--- src/rtl/demux_1x4_buf_pkg.sv ---
// Shared constants and helpers for the buffered 1-to-4 demultiplexer.
package demux_1x4_buf_pkg;

   localparam int unsigned NUM_LANES  = 4;
   localparam int unsigned SEL_W      = 2;
   localparam int unsigned LANE_DEPTH = 2;

   typedef logic [SEL_W-1:0] sel_t;

   // Occupancy of a 2-entry lane FIFO
   typedef enum logic [1:0] {
      CNT_EMPTY = 2'd0,
      CNT_ONE   = 2'd1,
      CNT_FULL  = 2'd2
   } lane_cnt_e;

   // One-hot decode of a lane select
   function automatic logic [NUM_LANES-1:0] sel_decode(input sel_t s);
      logic [NUM_LANES-1:0] d;
      d    = '0;
      d[s] = 1'b1;
      return d;
   endfunction

endpackage

--- src/rtl/demux_1x4_buf_lane_fifo2.sv ---
// Two-entry lane FIFO: one write port, one read port, zero output when empty.
module lane_fifo2
   import demux_1x4_buf_pkg::*;
#(
   parameter int unsigned W = 8
) (
   input  logic         CLK,
   input  logic         RESET,
   input  logic         WrEn,
   input  logic [W-1:0] WrData,
   input  logic         RdEn,
   output logic [W-1:0] RdData,
   output logic         Valid,
   output logic         Full
);

   lane_cnt_e    cnt_q, cnt_d;
   logic         rd_q, rd_d;
   logic         wr_q, wr_d;
   logic [W-1:0] mem_q [LANE_DEPTH];
   logic [W-1:0] mem_d [LANE_DEPTH];
   logic         drain;
   logic         write;

   // Next-state: pointer advance, entry write and occupancy update
   always_comb begin
      cnt_d = cnt_q;
      rd_d  = rd_q;
      wr_d  = wr_q;
      mem_d = mem_q;
      drain = RdEn & (cnt_q != CNT_EMPTY);
      // a full lane still takes a word when its head leaves the same cycle
      write = WrEn & ((cnt_q != CNT_FULL) | drain);
      if (write) begin
         mem_d[wr_q] = WrData;
         wr_d        = ~wr_q;
      end
      if (drain) begin
         rd_d = ~rd_q;
      end
      case ({write, drain})
         2'b10: begin
            case (cnt_q)
               CNT_EMPTY: cnt_d = CNT_ONE;
               default:   cnt_d = CNT_FULL;
            endcase
         end
         2'b01: begin
            case (cnt_q)
               CNT_FULL: cnt_d = CNT_ONE;
               default:  cnt_d = CNT_EMPTY;
            endcase
         end
         default: cnt_d = cnt_q;
      endcase
   end

   // Control state register with synchronous reset
   always_ff @(posedge CLK) begin
      if (RESET) begin
         cnt_q <= CNT_EMPTY;
         rd_q  <= 1'b0;
         wr_q  <= 1'b0;
      end else begin
         cnt_q <= cnt_d;
         rd_q  <= rd_d;
         wr_q  <= wr_d;
      end
   end

   // Data storage; contents are masked by the count so no reset is needed
   always_ff @(posedge CLK) begin
      mem_q <= mem_d;
   end

   assign Valid  = (cnt_q != CNT_EMPTY);
   assign Full   = (cnt_q == CNT_FULL);
   assign RdData = Valid ? mem_q[rd_q] : '0;

endmodule

--- src/rtl/demux_1x4_buf.sv ---
// Buffered 1-to-4 demultiplexer with per-lane 2-entry FIFOs and valid/ready handshakes.
module demux_1x4_buf
   import demux_1x4_buf_pkg::*;
#(
   parameter int unsigned W = 8
) (
   input  logic                 CLK,
   input  logic                 RESET,
   input  logic [W-1:0]         In,
   input  logic [SEL_W-1:0]     Select,
   input  logic                 InValid,
   output logic                 InReady,
   output logic [W-1:0]         Out0,
   output logic [W-1:0]         Out1,
   output logic [W-1:0]         Out2,
   output logic [W-1:0]         Out3,
   output logic [NUM_LANES-1:0] OutValid,
   input  logic [NUM_LANES-1:0] OutReady,
   output logic                 Empty
);

   logic [NUM_LANES-1:0] lane_valid;
   logic [NUM_LANES-1:0] lane_full;
   logic [NUM_LANES-1:0] wr_en;
   logic [W-1:0]         lane_data [NUM_LANES];

   // Ready mux on the selected lane and one-hot write enable decode
   always_comb begin
      InReady = 1'b0;
      if (!RESET) begin
         InReady = ~lane_full[Select] | (lane_valid[Select] & OutReady[Select]);
      end
      wr_en = sel_decode(Select) & {NUM_LANES{InValid & InReady}};
   end

   for (genvar g = 0; g < NUM_LANES; g++) begin : g_lane
      lane_fifo2 #(.W(W)) u_lane (
         .CLK    (CLK),
         .RESET  (RESET),
         .WrEn   (wr_en[g]),
         .WrData (In),
         .RdEn   (OutReady[g]),
         .RdData (lane_data[g]),
         .Valid  (lane_valid[g]),
         .Full   (lane_full[g])
      );
   end

   assign Out0     = lane_data[0];
   assign Out1     = lane_data[1];
   assign Out2     = lane_data[2];
   assign Out3     = lane_data[3];
   assign OutValid = lane_valid;
   assign Empty    = ~|lane_valid;

endmodule

--- config.mk ---
export PLATFORM = sky130hd
export DESIGN_NAME = demux_1x4_buf
export DESIGN_NICKNAME = d
export VERILOG_FILES = /design/src/rtl/demux_1x4_buf_pkg.sv /design/src/rtl/demux_1x4_buf_lane_fifo2.sv /design/src/rtl/demux_1x4_buf.sv
export SDC_FILE = /design/constraint.sdc
export NUM_CORES = 1
export LEC_CHECK = 0
export BUFFER_PORTS_ARGS = -buffer_cell sky130_fd_sc_hd__buf_2
export CAP_MARGIN = 20
export CORE_UTILIZATION = 49
export CTS_BUF_LIST = sky130_fd_sc_hd__clkbuf_4 sky130_fd_sc_hd__clkbuf_8 sky130_fd_sc_hd__clkbuf_16
export DETAILED_ROUTE_END_ITERATION = 16
export GPL_TIMING_DRIVEN = 0
export PLACE_DENSITY = 0.73
export SYNTH_ARGS = -nofsm -noshare
export SYNTH_HDL_FRONTEND = slang
export SYNTH_SLANG_ARGS = --single-unit
--- constraint.sdc ---
create_clock -name CLK -period 2.4 [get_ports CLK]
set_clock_uncertainty 0.15 [all_clocks]
set_input_delay 0.12 -clock CLK [delete_from_list [all_inputs] [get_ports CLK]]
set_output_delay 0.12 -clock CLK [all_outputs]
set_load 0.02 [all_outputs]
# Word level (Yosys, flattened, before mapping)
# Index checks and enable logic that the tools add are counted.
[classes]
order_cmp = 14
n_eq_ne = 16
muxes = 49
n_bitwise = 33
reduce_logical = 19
[ops]
columns = ["operator", "n"]
rows = [
  ["2-to-1 mux 8 bit", 20],
  ["bitwise mux 16 bit", 4],
  ["demux 8 bit (select 1 bit)", 4],
  ["equality test 2 bit (second input constant)", 8],
  [">= comparator 2 bit (second input constant)", 8],
  ["NOT 1 -> 2 bit", 8],
  ["one-hot mux 2 bit (2 select lines)", 4],
  ["nonzero test 2 bit", 8],
  ["bitwise AND 1 bit", 10],
  ["2-to-1 mux 1 bit", 9],
  ["NOT 1 bit", 9],
  ["equality test 2 x 1 -> 1 bit (second input constant)", 4],
  ["logical NOT 2 bit", 4],
  ["< comparator 2 x 1 -> 1 bit (second input constant)", 4],
  ["2-to-1 mux 2 bit", 4],
  ["!= test 2 bit (second input constant)", 4],
  ["binary-select mux 1 bit (select 2 bit)", 3],
  ["logical AND 1 bit", 5],
  ["OR 1 bit", 5],
  ["bitwise AND 4 bit", 1],
  ["OR reduction 4 bit", 1],
  ["< comparator 2 x 3 -> 1 bit (second input constant)", 1],
  ["demux 1 bit (select 2 bit)", 1],
  [">= comparator 2 x 1 -> 1 bit (second input constant)", 1],
  ["logical NOT 1 bit", 1],
]
[word_totals]
ff_bits = 80
wordCells = 151

# Logic depth before layout (Yosys ltp)
[logic_depth]
depth_word = 11
mapped_depth = 10
mapped_depth_nobuf = 9

# By module
# Synthesis repeated with hierarchy kept, for this count alone.
[unflattened]
hier_cells = 257
hier_area_um2 = 3395.8
[by_module_without_submodules]
columns = ["module", "n_inst", "cells_per_inst", "area_each_um2", "seq_area_each_um2"]
rows = [
  ["lane_fifo2", 4, 60, 817.0, 560.5],
  ["demux_1x4_buf", 1, 17, 127.6, 0.0],
]

# Worst setup path before layout
# No wires, ideal clock.
[synth_timing]
path_type = "register to register"
start = "reg g_lane[3].u_lane.cnt_q[1]"
end = "reg g_lane[0].u_lane.mem_q[10] (netlist bit), enable pin"
setup_ns = 0.386
t_arrival_ns = 1.977
required_ns = 1.864
setup_slack_ns = -0.113
path_stages_with_launch = 6
path_buffers = 1
period_less_slack_ns = 2.513
cell_sequence = "dfxtp_1 nor2b_1 mux4_2 or2_0 buf_2 a211oi_1"
[synth_between]
elab_chain_cells = 9
word_cells_on_any_way = 13
[synth_lines]
columns = ["element", "line", "source"]
rows = [
  ["start, declared", "demux_1x4_buf_lane_fifo2.sv:17", "lane_cnt_e cnt_q, cnt_d;"],
  ["start signal, assigned", "demux_1x4_buf_lane_fifo2.sv:65", "cnt_q <= cnt_d;"],
  ["nonzero test 2 bit or equality test 2 bit (tied branches)", "demux_1x4_buf_lane_fifo2.sv:76, demux_1x4_buf_lane_fifo2.sv:77", ""],
  ["binary-select mux 1 bit (select 2 bit)", "demux_1x4_buf.sv:31", "InReady = ~lane_full[Select] | (lane_valid[Select] & OutReady[Select]);"],
  ["2-to-1 mux 1 bit (implied by the code)", "demux_1x4_buf.sv:31", ""],
  ["bitwise AND 1 bit or NOT 1 bit (tied branches)", "demux_1x4_buf.sv:31", ""],
  ["OR 1 bit *", "demux_1x4_buf.sv:31", ""],
  ["2-to-1 mux 1 bit *", "demux_1x4_buf.sv:30", "if (!RESET) begin"],
  ["bitwise AND 1 bit *", "demux_1x4_buf.sv:33", "wr_en = sel_decode(Select) & {NUM_LANES{InValid & InReady}};"],
  ["bitwise AND 4 bit *", "demux_1x4_buf.sv:33", ""],
  ["bitwise AND 1 bit *", "demux_1x4_buf_lane_fifo2.sv:33", "write = WrEn & ((cnt_q != CNT_FULL) | drain);"],
  ["end signal, assigned", "demux_1x4_buf_lane_fifo2.sv:73", "mem_q <= mem_d;"],
  ["end, declared", "demux_1x4_buf_lane_fifo2.sv:20", "logic [W-1:0] mem_q [LANE_DEPTH];"],
]
# Every way passes the cells marked *; elsewhere a longest branch is shown, timed or not. The select of a mux whose other input is x is not followed.
# A chain may end at the register's enable or synchronous reset.

# Final worst setup path
[layout_timing]
start = "reg g_lane[0].u_lane.cnt_q[1]"
end = "reg g_lane[3].u_lane.mem_q[11] (netlist bit), enable pin"
[layout_between]
elab_chain_cells = 9
word_cells_on_any_way = 13
[layout_lines]
columns = ["element", "line"]
rows = [
  ["start, declared", "demux_1x4_buf_lane_fifo2.sv:17"],
  ["start signal, assigned", "demux_1x4_buf_lane_fifo2.sv:65"],
  ["nonzero test 2 bit or equality test 2 bit (tied branches)", "demux_1x4_buf_lane_fifo2.sv:76, demux_1x4_buf_lane_fifo2.sv:77"],
  ["binary-select mux 1 bit (select 2 bit)", "demux_1x4_buf.sv:31"],
  ["2-to-1 mux 1 bit (implied by the code)", "demux_1x4_buf.sv:31"],
  ["bitwise AND 1 bit or NOT 1 bit (tied branches)", "demux_1x4_buf.sv:31"],
  ["OR 1 bit *", "demux_1x4_buf.sv:31"],
  ["2-to-1 mux 1 bit *", "demux_1x4_buf.sv:30"],
  ["bitwise AND 1 bit *", "demux_1x4_buf.sv:33"],
  ["bitwise AND 4 bit *", "demux_1x4_buf.sv:33"],
  ["bitwise AND 1 bit *", "demux_1x4_buf_lane_fifo2.sv:33"],
  ["end signal, assigned", "demux_1x4_buf_lane_fifo2.sv:73"],
  ["end, declared", "demux_1x4_buf_lane_fifo2.sv:20"],
]
# Marks and branches as above.

==> impl_metrics.json <==
{
  "violations": "hold timing, setup timing",
  "grt_overflow": 0,
  "route.vias.total": 2311,
  "ys_seq_elements": 80,
  "path_clk_slew_ns": 0.08,
  "rsz0062_at_grt": "yes",
  "htree_levels": 3,
  "syn_area_per_cell_um2": 12.6,
  "drv_cap": 0,
  "yosysMostFrequentCell": "edfxtp_1",
  "die_width_um": 85.9,
  "final.hold.worst_slack_ns": -0.00146,
  "ys.flop_type": "edfxtp_1",
  "setup_viol": 14,
  "critPathMaxFanout": 8,
  "fp.coreArea_um2": 6790,
  "n_antenna_cell": 0,
  "cts_sinks": 80,
  "hold_path_depth": 4,
  "cp.arrival_ns": 2.24,
  "setup.worst_path.class": "reg2reg",
  "syn_inst": 274,
  "synthTopCellsByCount": "64 x edfxtp_1, 51 x nor2_1, 33 x mux2i_1",
  "synth_seq_area_share_pct": 65.0,
  "p_per_area_nw_per_um2": 688,
  "grt_max_degree": 15,
  "power.leakage_nw": 1.58,
  "fin_ws_ns": -0.00256,
  "ys_top_cells_by_area": "edfxtp_1 56%, mux2i_1 9.6%, dfxtp_1 9.3%, nor2_1 5.5%, a21oi_1 2.3%",
  "tritoncts": "built",
  "fin_crit_sh_pct": 100,
  "synth_top_cell_area_share_pct": 55.7,
  "routedWlPerCell_um": 15.4,
  "clk_latency_ns": 0.35,
  "max_freq_mhz": 416,
  "synth_edf_count": 64,
  "layout-drive-gt1-share_pct": 25.3,
  "r2r_cells": 5,
  "num_io_pins": 55,
  "yosys_warnings": 0,
  "worstMarginPinSlew_ns": 0.730,
  "fin_setup_tns_ns": -0.0210,
  "grt_first_pass_wirelength_um": 10500,
  "status": "finished with violations",
  "drtPass1Iterations": 4,
  "finalHoldViolations": 1,
  "nNetsFinal": 368,
  "min_path_type": "in2reg",
  "place_congestion": 0.844,
  "cp.required_ns": 2.24,
  "num_rows": 30,
  "grt_pass1_vias": 2217,
  "pre_cts_ws_ns": -0.216,
  "syn-num-nets": 295,
  "ys_types": 30,
  "synth_largest_area_cell": "edfxtp_1",
  "route.detailed.drc": 0,
  "vias_per_cell": 5.16,
  "vdd_ir_drop_max_mv": 0.460,
  "grt.total_usage_pct": 19.8,
  "routed_wl_um": 6920,
  "detail-route-antenna-nets": 0,
  "slew_violations": 0,
  "place_hpwl_um": 4480,
  "cts_buffer_depth": 2,
  "numCtsBuffers": 9,
  "start_util_pct": 50.8,
  "die_y_um": 85.9,
  "async_reset_ff_share_pct": 0,
  "crit_path_end_kind": "register",
  "die_area_um2": 7380,
  "grt_antenna_before_repair": 0,
  "port_buffers": 52,
  "synth.cell_area_um2": 3450,
  "cp-start-kind": "register",
  "first_iter_violations": 151,
  "root_buffer": "clkbuf_8",
  "syn_to_final_growth_pct": 21.8,
  "finalWorstPathRequiredPeriod_ns": 2.40,
  "slew_headroom_pct": 51.3
}
## worst max-delay path, stage by stage (launching register included)
cell	delay [ns]
dfxtp_1	0.36
nor2b_1	0.16
mux4_2	0.49
or2_0	0.21
buf_2	0.21
a21oi_2	0.46
## repair_timing
item                       in CTS  in global routing
hold buffers                    9                  0
setup buffers                   0                  1
pin swaps                       0                  1
hold endpoints to repair       66                  0
setup endpoints to repair      64                 72
gates resized for setup         0                 17
## through the flow
| step | std cells | util, % | hold slack, ns | power (mW) | cell area [um2] |
|---|---|---|---|---|---|
| after floorplan | 274 | - | 0.0689 | 1.80 | 3450 |
| after global placement | 422 | 56.4 | 0.271 | 1.90 | 3830 |
| after detailed placement | 422 | 56.4 | 0.276 | 1.91 | 3830 |
| after CTS | 447 | 60.7 | 0.0321 | 2.89 | 4130 |
| after global routing | 448 | 61.8 | 0.0815 | 2.98 | 4200 |
| final | 448 | 61.8 | -0.00146 | 2.89 | 4200 |
## cell type report
type                    count  area (um2)
inverters                  13        48.8
clock inverters             6        68.8
fillers                   539        2590
plain buffers              15        72.6
well taps                  96         120
repair buffers             62         370
flip-flops and latches     80        2250
multi-input cells         166        1140
clock buffers              10         131
## sequential cells by signal (all words and copies together) (netlist names)
register             flops
g_lane.u_lane.rd_q       4
g_lane.u_lane.cnt_q      8
g_lane.u_lane.mem_q     64
g_lane.u_lane.wr_q       4
## cell families (layout without fill, tap and decap cells)
group	count (synthesis)	after routing	share of synthesized area, %
and+or+nand+nor	83	83	11.1
xor gates and xnor gates	12	12	3.05
DFF	80	80	65.0
adders and majority gates	4	4	1.45
AOI/OAI and AO/OA	33	33	5.66
buffers and inverters	28	106	3.52
muxes	34	34	10.2
## final timing paths
check                       startpoint                         end  slack (ns)
max          g_lane[0].u_lane.cnt_q[1]  g_lane[3].u_lane.mem_q[11]      -0.003
min                        OutReady[1]       g_lane[1].u_lane.rd_q      -0.001
max reg2reg  g_lane[0].u_lane.cnt_q[1]  g_lane[3].u_lane.mem_q[11]      -0.003
min reg2reg      g_lane[3].u_lane.wr_q       g_lane[3].u_lane.wr_q        0.40
## layer usage
layer	global-route usage [%]	part of all wire [%]	wire length (um)	up-vias
met5	0	0	0	-
met4	10.9	2.3	161	0
met3	4.52	4.4	306	18
met2	32.0	49	3360	54
met1	24.6	45	3090	1118
li1	-	-	-	1121
## layout by cell type, fill, tap and decap left out, types with 9 or more instances in the layout
master,synthesis,layout
edfxtp_1,64,64
buf_2,1,53
nor2_1,51,50
mux2i_1,33,33
inv_1,13,13
dfxtp_1,16,13
clkbuf_1,10,10
a21oi_1,16,9
clkbuf_8,0,9
dlygate4sd3_1,0,9
## power breakdown
group | total, mW | switching [mW] | internal [mW]
sequential | 1.55 | 0.0194 | 1.53
combinational | 0.356 | 0.223 | 0.133
clock | 0.988 | 0.491 | 0.497
No activity file was read; power rests on OpenSTA's default activity.
